**config.mk**
```make
export PLATFORM = sky130hd
export DESIGN_NAME = uart_rx_flat
export DESIGN_NICKNAME = d
export VERILOG_FILES = /design/src/rtl/uart_rx_if.sv /design/src/rtl/uart_rx.sv /design/src/flat_wrapper.sv
export SDC_FILE = /design/constraint.sdc
export NUM_CORES = 1
export LEC_CHECK = 0
export CORE_UTILIZATION = 58
export CTS_CLUSTER_SIZE = 10
export DETAILED_ROUTE_END_ITERATION = 8
export GPL_TIMING_DRIVEN = 0
export HOLD_SLACK_MARGIN = 0.06
export PLACE_DENSITY = 0.84
export SLEW_MARGIN = 20
export SYNTH_ARGS = -nofsm -noshare
export SYNTH_HDL_FRONTEND = slang
export SYNTH_SLANG_ARGS = --single-unit
export TNS_END_PERCENT = 5
```
**constraint.sdc**
```tcl
create_clock -name clk -period 4.96 [get_ports clk]
set_clock_uncertainty 0.15 [all_clocks]
set_input_delay 0.992 -clock clk [delete_from_list [all_inputs] [get_ports clk]]
set_output_delay 0.992 -clock clk [all_outputs]
set_load 0.02 [all_outputs]
```
**src/rtl/uart_rx_if.sv**
```systemverilog
// Host-side bundle for the UART receiver: oversample tick, serial line, read strobe and status.
interface uart_rx_if #(
  parameter int DATA_BITS = 8
);
  logic                 rx_en;
  logic                 rx;
  logic                 rx_read;
  logic [DATA_BITS-1:0] rx_data;
  logic                 rx_valid;
  logic                 overrun;
  logic                 frame_err;
  logic                 busy;

  modport master (
    output rx_en, rx, rx_read,
    input  rx_data, rx_valid, overrun, frame_err, busy
  );

  modport slave (
    input  rx_en, rx, rx_read,
    output rx_data, rx_valid, overrun, frame_err, busy
  );
endinterface

```
**src/rtl/uart_rx.sv**
```systemverilog
// 8N1 UART receiver clocked by a 16x oversample tick; holds the last good byte
// for the host and flags framing errors and overruns.
module uart_rx #(
  parameter int DATA_BITS  = 8,
  parameter int OVERSAMPLE = 16
) (
  input  logic     clk,
  input  logic     rst,
  uart_rx_if.slave bus
);

  localparam int TW = $clog2(OVERSAMPLE);
  localparam int BW = (DATA_BITS > 1) ? $clog2(DATA_BITS) : 1;
  localparam logic [TW-1:0] TICK_MID  = TW'(OVERSAMPLE / 2 - 1);
  localparam logic [TW-1:0] TICK_LAST = TW'(OVERSAMPLE - 1);
  localparam logic [BW-1:0] BIT_LAST  = BW'(DATA_BITS - 1);

  typedef enum logic [2:0] {
    IDLE,
    START,
    DATA,
    STOP,
    WAIT_IDLE
  } state_e;

  state_e               state_q, state_d;
  logic [TW-1:0]        tick_q, tick_d;
  logic [BW-1:0]        bit_q, bit_d;
  logic [DATA_BITS-1:0] shreg_q, shreg_d;
  logic [DATA_BITS-1:0] data_q, data_d;
  logic                 valid_q, valid_d;
  logic                 over_q, over_d;
  logic                 ferr_q, ferr_d;
  logic                 sync1_q, sync2_q;
  logic                 rx_s;

  assign rx_s = sync2_q;

  always_ff @(posedge clk or posedge rst) begin
    if (rst) begin
      state_q <= IDLE;
      tick_q  <= '0;
      bit_q   <= '0;
      shreg_q <= '0;
      data_q  <= '0;
      valid_q <= 1'b0;
      over_q  <= 1'b0;
      ferr_q  <= 1'b0;
      sync1_q <= 1'b1;
      sync2_q <= 1'b1;
    end else begin
      state_q <= state_d;
      tick_q  <= tick_d;
      bit_q   <= bit_d;
      shreg_q <= shreg_d;
      data_q  <= data_d;
      valid_q <= valid_d;
      over_q  <= over_d;
      ferr_q  <= ferr_d;
      sync1_q <= bus.rx;
      sync2_q <= sync1_q;
    end
  end

  always_comb begin
    state_d = state_q;
    tick_d  = tick_q;
    bit_d   = bit_q;
    shreg_d = shreg_q;
    data_d  = data_q;
    valid_d = valid_q;
    over_d  = over_q;
    ferr_d  = 1'b0;

    if (bus.rx_read) begin
      valid_d = 1'b0;
      over_d  = 1'b0;
    end

    if (bus.rx_en) begin
      case (state_q)
        IDLE: begin
          if (!rx_s) begin
            state_d = START;
            tick_d  = '0;
          end
        end
        START: begin
          if (tick_q == TICK_MID) begin
            tick_d = '0;
            bit_d  = '0;
            state_d = rx_s ? IDLE : DATA;
          end else begin
            tick_d = tick_q + 1'b1;
          end
        end
        DATA: begin
          if (tick_q == TICK_LAST) begin
            tick_d  = '0;
            shreg_d = {rx_s, shreg_q[DATA_BITS-1:1]};
            if (bit_q == BIT_LAST) begin
              state_d = STOP;
            end else begin
              bit_d = bit_q + 1'b1;
            end
          end else begin
            tick_d = tick_q + 1'b1;
          end
        end
        STOP: begin
          if (tick_q == TICK_LAST) begin
            tick_d = '0;
            if (rx_s) begin
              // A load coinciding with a host read counts as consumed, so no overrun.
              data_d  = shreg_q;
              valid_d = 1'b1;
              if (valid_q && !bus.rx_read) begin
                over_d = 1'b1;
              end
              state_d = IDLE;
            end else begin
              ferr_d  = 1'b1;
              state_d = WAIT_IDLE;
            end
          end else begin
            tick_d = tick_q + 1'b1;
          end
        end
        WAIT_IDLE: begin
          if (rx_s) begin
            state_d = IDLE;
          end
        end
        default: begin
          state_d = IDLE;
        end
      endcase
    end
  end

  assign bus.rx_data   = data_q;
  assign bus.rx_valid  = valid_q;
  assign bus.overrun   = over_q;
  assign bus.frame_err = ferr_q;
  assign bus.busy      = (state_q != IDLE);

endmodule

```
**src/flat_wrapper.sv**
```systemverilog
// flat-port wrapper written by rule: the top's interface ports become plain ports
module uart_rx_flat 
#(
  parameter int DATA_BITS  = 8,
  parameter int OVERSAMPLE = 16
)
  (clk, rst, bus_rx_en, bus_rx, bus_rx_read, bus_rx_data, bus_rx_valid, bus_overrun, bus_frame_err, bus_busy);
  uart_rx_if #(.DATA_BITS(DATA_BITS)) bus_i ();
  input  logic clk;
  input  logic rst;
  input wire logic [$bits(bus_i.rx_en)-1:0] bus_rx_en;
  input wire logic [$bits(bus_i.rx)-1:0] bus_rx;
  input wire logic [$bits(bus_i.rx_read)-1:0] bus_rx_read;
  output wire logic [$bits(bus_i.rx_data)-1:0] bus_rx_data;
  output wire logic [$bits(bus_i.rx_valid)-1:0] bus_rx_valid;
  output wire logic [$bits(bus_i.overrun)-1:0] bus_overrun;
  output wire logic [$bits(bus_i.frame_err)-1:0] bus_frame_err;
  output wire logic [$bits(bus_i.busy)-1:0] bus_busy;
  assign bus_i.rx_en = bus_rx_en;
  assign bus_i.rx = bus_rx;
  assign bus_i.rx_read = bus_rx_read;
  assign bus_rx_data = bus_i.rx_data;
  assign bus_rx_valid = bus_i.rx_valid;
  assign bus_overrun = bus_i.overrun;
  assign bus_frame_err = bus_i.frame_err;
  assign bus_busy = bus_i.busy;
  uart_rx #(.DATA_BITS(DATA_BITS), .OVERSAMPLE(OVERSAMPLE)) u_core (.clk(clk), .rst(rst), .bus(bus_i));
endmodule
```
==> results_dict.tcl, run 1 <==
set metrics [dict create \
    outcome "finished clean" \
    finalHoldViolations 0 \
    drc 0 \
    clockRootBuffer "clkbuf_4" \
    grt_max_degree 32 \
    diodes 0 \
    cp_num_buf_inv 2 \
    setup_viol 0 \
    worst_pin_slew_ns 0.615 \
    synth_top_cell_by_area "dfrtp_1" \
    synth-edff-count 0 \
    synth_top_family_by_area "simple AND/OR/NAND/NOR gates" \
    critPathCaptureType "output port" \
    grt_pass1_vias 901 \
    cp_cell_sequence "buf_4 -> or3_1 -> clkdlybuf4s50_1" \
    finish.net_count 143 \
    yosysSeqAreaShare_pct 54.0 \
    synth-simple-area-share_pct 16.4 \
    htree_levels 2 \
    gp_congestion 0.796 \
    muxShareOfSynthArea_pct 14.7 \
    wl_per_cell_um 14.8 \
    coreArea_um2 2280 \
    drv_cap 0 \
    ys_top_cells_by_area "dfrtp_1 (50%), mux2_2 (13%), dfstp_2 (3.6%)" \
    ys_ff_latch 31 \
    synthDominantCellAreaShare_pct 50.3 \
    start_kind "flop" \
    antenna_found_initial 0 \
    post_cts_resized 0 \
    setup-tns-final_ns 0 \
    cts_buffers 5 \
    cts_tree "done" \
    path_clk_slew_ns 0.09 \
    die_area_um2 2690 \
    cts_num_sinks 31 \
    timing.final.crit_share_pct 59.4 \
    rows 17 \
    fillers 145 \
    synth_common_cells "dfrtp_1 (29), mux2_2 (16), o21ai_0 (8), nor2_1 (7), nand2_1 (6)" \
    syn_area_um2 1440 \
    rsz0062_at_grt "no" \
    syn_nets 120 \
    finalCriticalPeriod_ns 2.95 \
    finalMaxSlewViolations 0 \
    worstPathMaxFanout 10 \
    ios 17 \
    dpl.cell_count 156 \
    track_usage_pct 22.3 \
    synthFlopType "dfrtp_1" \
    cp_top_family "buffers and inverters" \
    syn-instance-count 112 \
    synthAdderAreaFrac_pct 2.60 \
    die_w_um 51.9 \
    drt_iter0_drc 9 \
    fin_cells 164 \
    drtAntennaViolNets 0 \
    start_util_pct 63.3 \
    synth-async-reset-ratio_pct 100 \
    wl_um 2430 \
    yosys_warnings 0 \
    power.density_nw_per_um2 356 \
    grt_pass1_wl_um 4080 \
    synth_compound_area_share_pct 9.03 \
    required_ns 3.82 \
    drive_above_1_share_pct 29.4 \
    utilization_pct 75.1 \
    critPathMaxStageDelay_ns 0.55 \
    viasPerCell 5.55 \
    yosysMostFrequentCell "dfrtp_1" \
    dp_hpwl_um 1780 \
    path_class "flop to output port" \
    vias 910 \
    timing.fmax_mhz 339 \
    relSlewSlack_pct 59.0 \
    ir_drop_mv 0.322 \
    final_area_um2 1710 \
    r2r_slack_ns 2.85 \
    fp.dieH_um 51.9 \
    overflow 0 \
    p_leak_nw 0.838 \
    cts_hold_repair.buffers 0 \
    dr.pass1.iters 4 \
    yosys.area_share.xor_xnor_pct 0.608 \
    cp.arrival_ns 1.80 \
    cts_buffer_depth 2 \
    post_cts.repair.setup_buffers 0 \
    portBuffers 16 \
    placed_area_um2 1640 \
    cp_slowest_cell "clkdlybuf4s50_1" \
    area_growth_pct 18.6 \
    avgSynthCellArea_um2 12.9 \
    hold_class "flop to flop" \
    holdWs_ns 0.211 \
    clock_latency_ns 0.32 \
    synth_cell_types 38 \
]
-- logic make-up after synthesis --
| family | Yosys count |
|---|---|
| simple gates | 31 |
| flops | 31 |
| compound gates | 19 |
| mux | 19 |
| buf+inv | 8 |
| fa+ha+maj | 3 |
| xor+xnor | 1 |
-- report_power, final --
part           switching (mW)  internal, mW  total [mW]
clock network          0.0827        0.0828       0.165
registers              0.0393         0.290       0.329
logic                  0.0587        0.0548       0.113
total                   0.181         0.428       0.608
-- area by class of cell --
class	instances	area, um2	share of cell area [%]
buffer	3	20.0	1.17
clock buffer	7	65.1	3.81
clock inverter	1	7.51	0.439
inverter	5	18.8	1.10
multi-input combinational	73	624	36.5
sequential	31	778	45.5
tap	28	35.0	2.05
timing repair buffer	16	160	9.37
-- metal layers --
layer  GRT usage (%)  wire (um)  vias to the layer above  part of all wire, %
met3            6.14         63                        4                  2.6
met2            33.8       1180                       16                   49
met1            28.2       1140                      437                   47
met5               0          0                        -                    0
met4            14.0         47                        0                  1.9
li1                -          -                      453                    -
-- path summary, 6_finish.rpt --
path,from,to,cells after the start
max in group asynchronous,rst,u_core.bus.rx_data[5],2
max,u_core.state_q[1],bus_busy,3
min,u_core.sync1_q,u_core.rx_s,0
max reg2reg,u_core.bit_q[0],u_core.state_q[0],6
min reg2reg,u_core.sync1_q,u_core.rx_s,0
min in group asynchronous,rst,u_core.bus.rx_data[2],2
-- state kept, by name (all words and copies together), names as in the netlist --
register,flops
u_core.shreg_q,8
u_core.sync1_q,1
u_core.bus.rx_valid,1
u_core.bus.overrun,1
u_core.tick_q,4
u_core.rx_s,1
u_core.bus.frame_err,1
u_core.state_q,3
u_core.bit_q,3
u_core.bus.rx_data,8
-- per-stage QoR --
step / worst slack (ns) / power (mW)
after floorplan: 2.81 / 0.413
after global placement: 2.07 / 0.436
after detailed placement: 2.02 / 0.449
after CTS: 2.00 / 0.617
after global routing: 1.95 / 0.644
final: 2.01 / 0.608
-- placed cells by master, fill, tap and decap left out, drive strengths merged, types with 3 or more instances in the layout --
master	count
ha	3
clkbuf	7
dfrtp	29
clkdlybuf4s50	16
nor2	7
inv	5
mux2	17
o21ai	8
nand2	6
buf	3
Note: power is estimated with default switching activity, not from simulation.
==> run 2: changes to the inputs <==
CORE_UTILIZATION = 54   (was 58)
PLACE_DENSITY = 0.79   (was 0.84)
clock period = 2.97 ns   (was 4.96 ns; I/O delays follow)
==> run 2 against run 1 <==
  * Power up 74%
  * Wire length up 6.9%
  * Flip-flop and latch count unchanged
  * Critical endpoint unchanged
  * Sequential share of layout area about the same
  * Clock power up 92%
  * Worst hold slack better by 0.00096 ns
  * Critical path type unchanged
  * Critical path depth unchanged
  * First-iteration DRC count rose to 3.0 times the previous value
==> results_dict.tcl, run 2 (synthesis gave the netlist of run 1 again) <==
set metrics [dict create \
    coreArea_um2 2500 \
    start_util_pct 57.7 \
    finalHoldViolations 0 \
    ir_drop_mv 0.465 \
    hold_end "u_core.rx_s" \
    finalCriticalPeriod_ns 2.55 \
    track_usage_pct 21.2 \
    overflow 0 \
    wl_um 2600 \
    hold_class "flop to flop" \
    cts_tree "done" \
    dr.pass1.iters 4 \
    required_ns 2.23 \
    cts_buffer_depth 2 \
    final_area_um2 1710 \
    diodes 0 \
    timing.fmax_mhz 392 \
    area_growth_pct 18.7 \
    wl_per_cell_um 15.8 \
    grt_pass1_wl_um 4140 \
    rsz0062_at_grt "no" \
    vias 942 \
    drt_iter0_drc 27 \
    setup-tns-final_ns 0 \
    final_common_cell "dfrtp_1" \
    drive_above_1_share_pct 28.1 \
    clockRootBuffer "clkbuf_4" \
    relSlewSlack_pct 58.3 \
    drc 0 \
    cts_hold_repair.buffers 0 \
    p_leak_nw 0.838 \
    r2r_start "u_core.bit_q[0]" \
    drv_cap 0 \
    timing.final.crit_share_pct 85.9 \
    clock_latency_ns 0.34 \
    setup_viol 0 \
    viasPerCell 5.71 \
    r2r_slack_ns 0.79 \
    grt_max_degree 32 \
    antenna_found_initial 0 \
    path_clk_slew_ns 0.10 \
    cts_buffers 5 \
    hold_start "u_core.sync1_q" \
    power.density_nw_per_um2 618 \
    path_class "flop to output port" \
    reg2reg_depth 6 \
    multi_input_comb_area_um2 624 \
    gp_congestion 0.834 \
    finalMaxSlewViolations 0 \
    grt_pass1_vias 893 \
    dp_hpwl_um 1820 \
    post_cts.repair.setup_buffers 0 \
    ios 17 \
    reg2reg_to "u_core.state_q[0]" \
    cp_slowest_cell "clkdlybuf4s50_1" \
    cp_cell_sequence "buf_4 -> or3_1 -> clkdlybuf4s50_1" \
    cp.arrival_ns 1.81 \
    fillers 209 \
    min_path_cells 0 \
    die_w_um 53.7 \
    htree_levels 2 \
    die_area_um2 2880 \
    rows 18 \
    worst_pin_slew_ns 0.624 \
    post_cts_resized 0 \
    drtAntennaViolNets 0 \
    critPathMaxStageDelay_ns 0.54 \
    critPathCaptureType "output port" \
    cts_num_sinks 31 \
    worstPathMaxFanout 10 \
    finish.net_count 143 \
    portBuffers 16 \
    seqCellArea_um2 778 \
    start_kind "flop" \
    layout_common_cells "dfrtp_1 (29), mux2_2 (16), clkdlybuf4s50_1 (16)" \
    fp.dieH_um 53.7 \
    outcome "finished clean" \
    placed_area_um2 1640 \
]
## run 2: changes by cell type in the layout (fill, tap and decap cells not counted)
cell / change
bufinv_16: +1
clkbuf_1: +1
clkbuf_8: -2
clkinvlp_4: -1
## run 2: critical path: cells and delay by family (launching register included)
family,cells,cell delay (ns)
flops,1,0.40
buf+inv,2,0.71
simple gates,1,0.35
## run 2: how the worst max path moves through the flow
| stage | from | end | slack [ns] |
|---|---|---|---|
| after global placement | bus_rx_en | u_core.bus.rx_data[4] | 0.47 |
| final | u_core.state_q[1] | bus_busy | 0.42 |
| after floorplan | u_core.bit_q[0] | u_core.state_q[0] | 0.99 |
| after global routing | u_core.state_q[0] | bus_busy | 0.35 |
| after CTS | u_core.state_q[0] | bus_busy | 0.41 |
| after detailed placement | bus_rx_en | u_core.bus.rx_data[6] | 0.43 |
## run 2: layout make-up
| cell class | instances | area share [%] |
|---|---|---|
| flip-flops and latches | 31 | 45.5 |
| multi-input cells | 73 | 36.5 |
| repair buffers | 16 | 9.36 |
| clock buffers | 6 | 2.41 |
| well taps | 30 | 2.19 |
| clock inverters | 1 | 1.76 |
| plain buffers | 3 | 1.17 |
| inverters | 5 | 1.10 |
## run 2: routing by layer
layer	global-route usage (%)	share of wire, %	vias up
li1	-	-	449
met1	26.4	45	466
met2	32.5	49	22
met3	8.47	4.5	5
met4	8.77	1.5	0
met5	0	0	-
## run 2: stage by stage
| stage | setup slack [ns] | std cells | util [%] | power (mW) | hold WS (ns) |
|---|---|---|---|---|---|
| finish | 0.419 | 165 | 68.4 | 1.06 | 0.212 |
| global route | 0.347 | 165 | 68.4 | 1.12 | 0.218 |
| CTS | 0.414 | 165 | 68.4 | 1.06 | 0.212 |
| detailed placement | 0.431 | 158 | 65.6 | 0.748 | 0.199 |
| global placement | 0.470 | 158 | 65.6 | 0.729 | 0.198 |
| floorplan | 0.987 | 112 | - | 0.690 | 0.195 |
## run 2: where the power goes
| group | internal [mW] | leakage [nW] | switching (mW) |
|---|---|---|---|
| logic | 0.0912 | 0.395 | 0.0975 |
| clock network | 0.173 | 0.0383 | 0.143 |
| registers | 0.484 | 0.405 | 0.0674 |
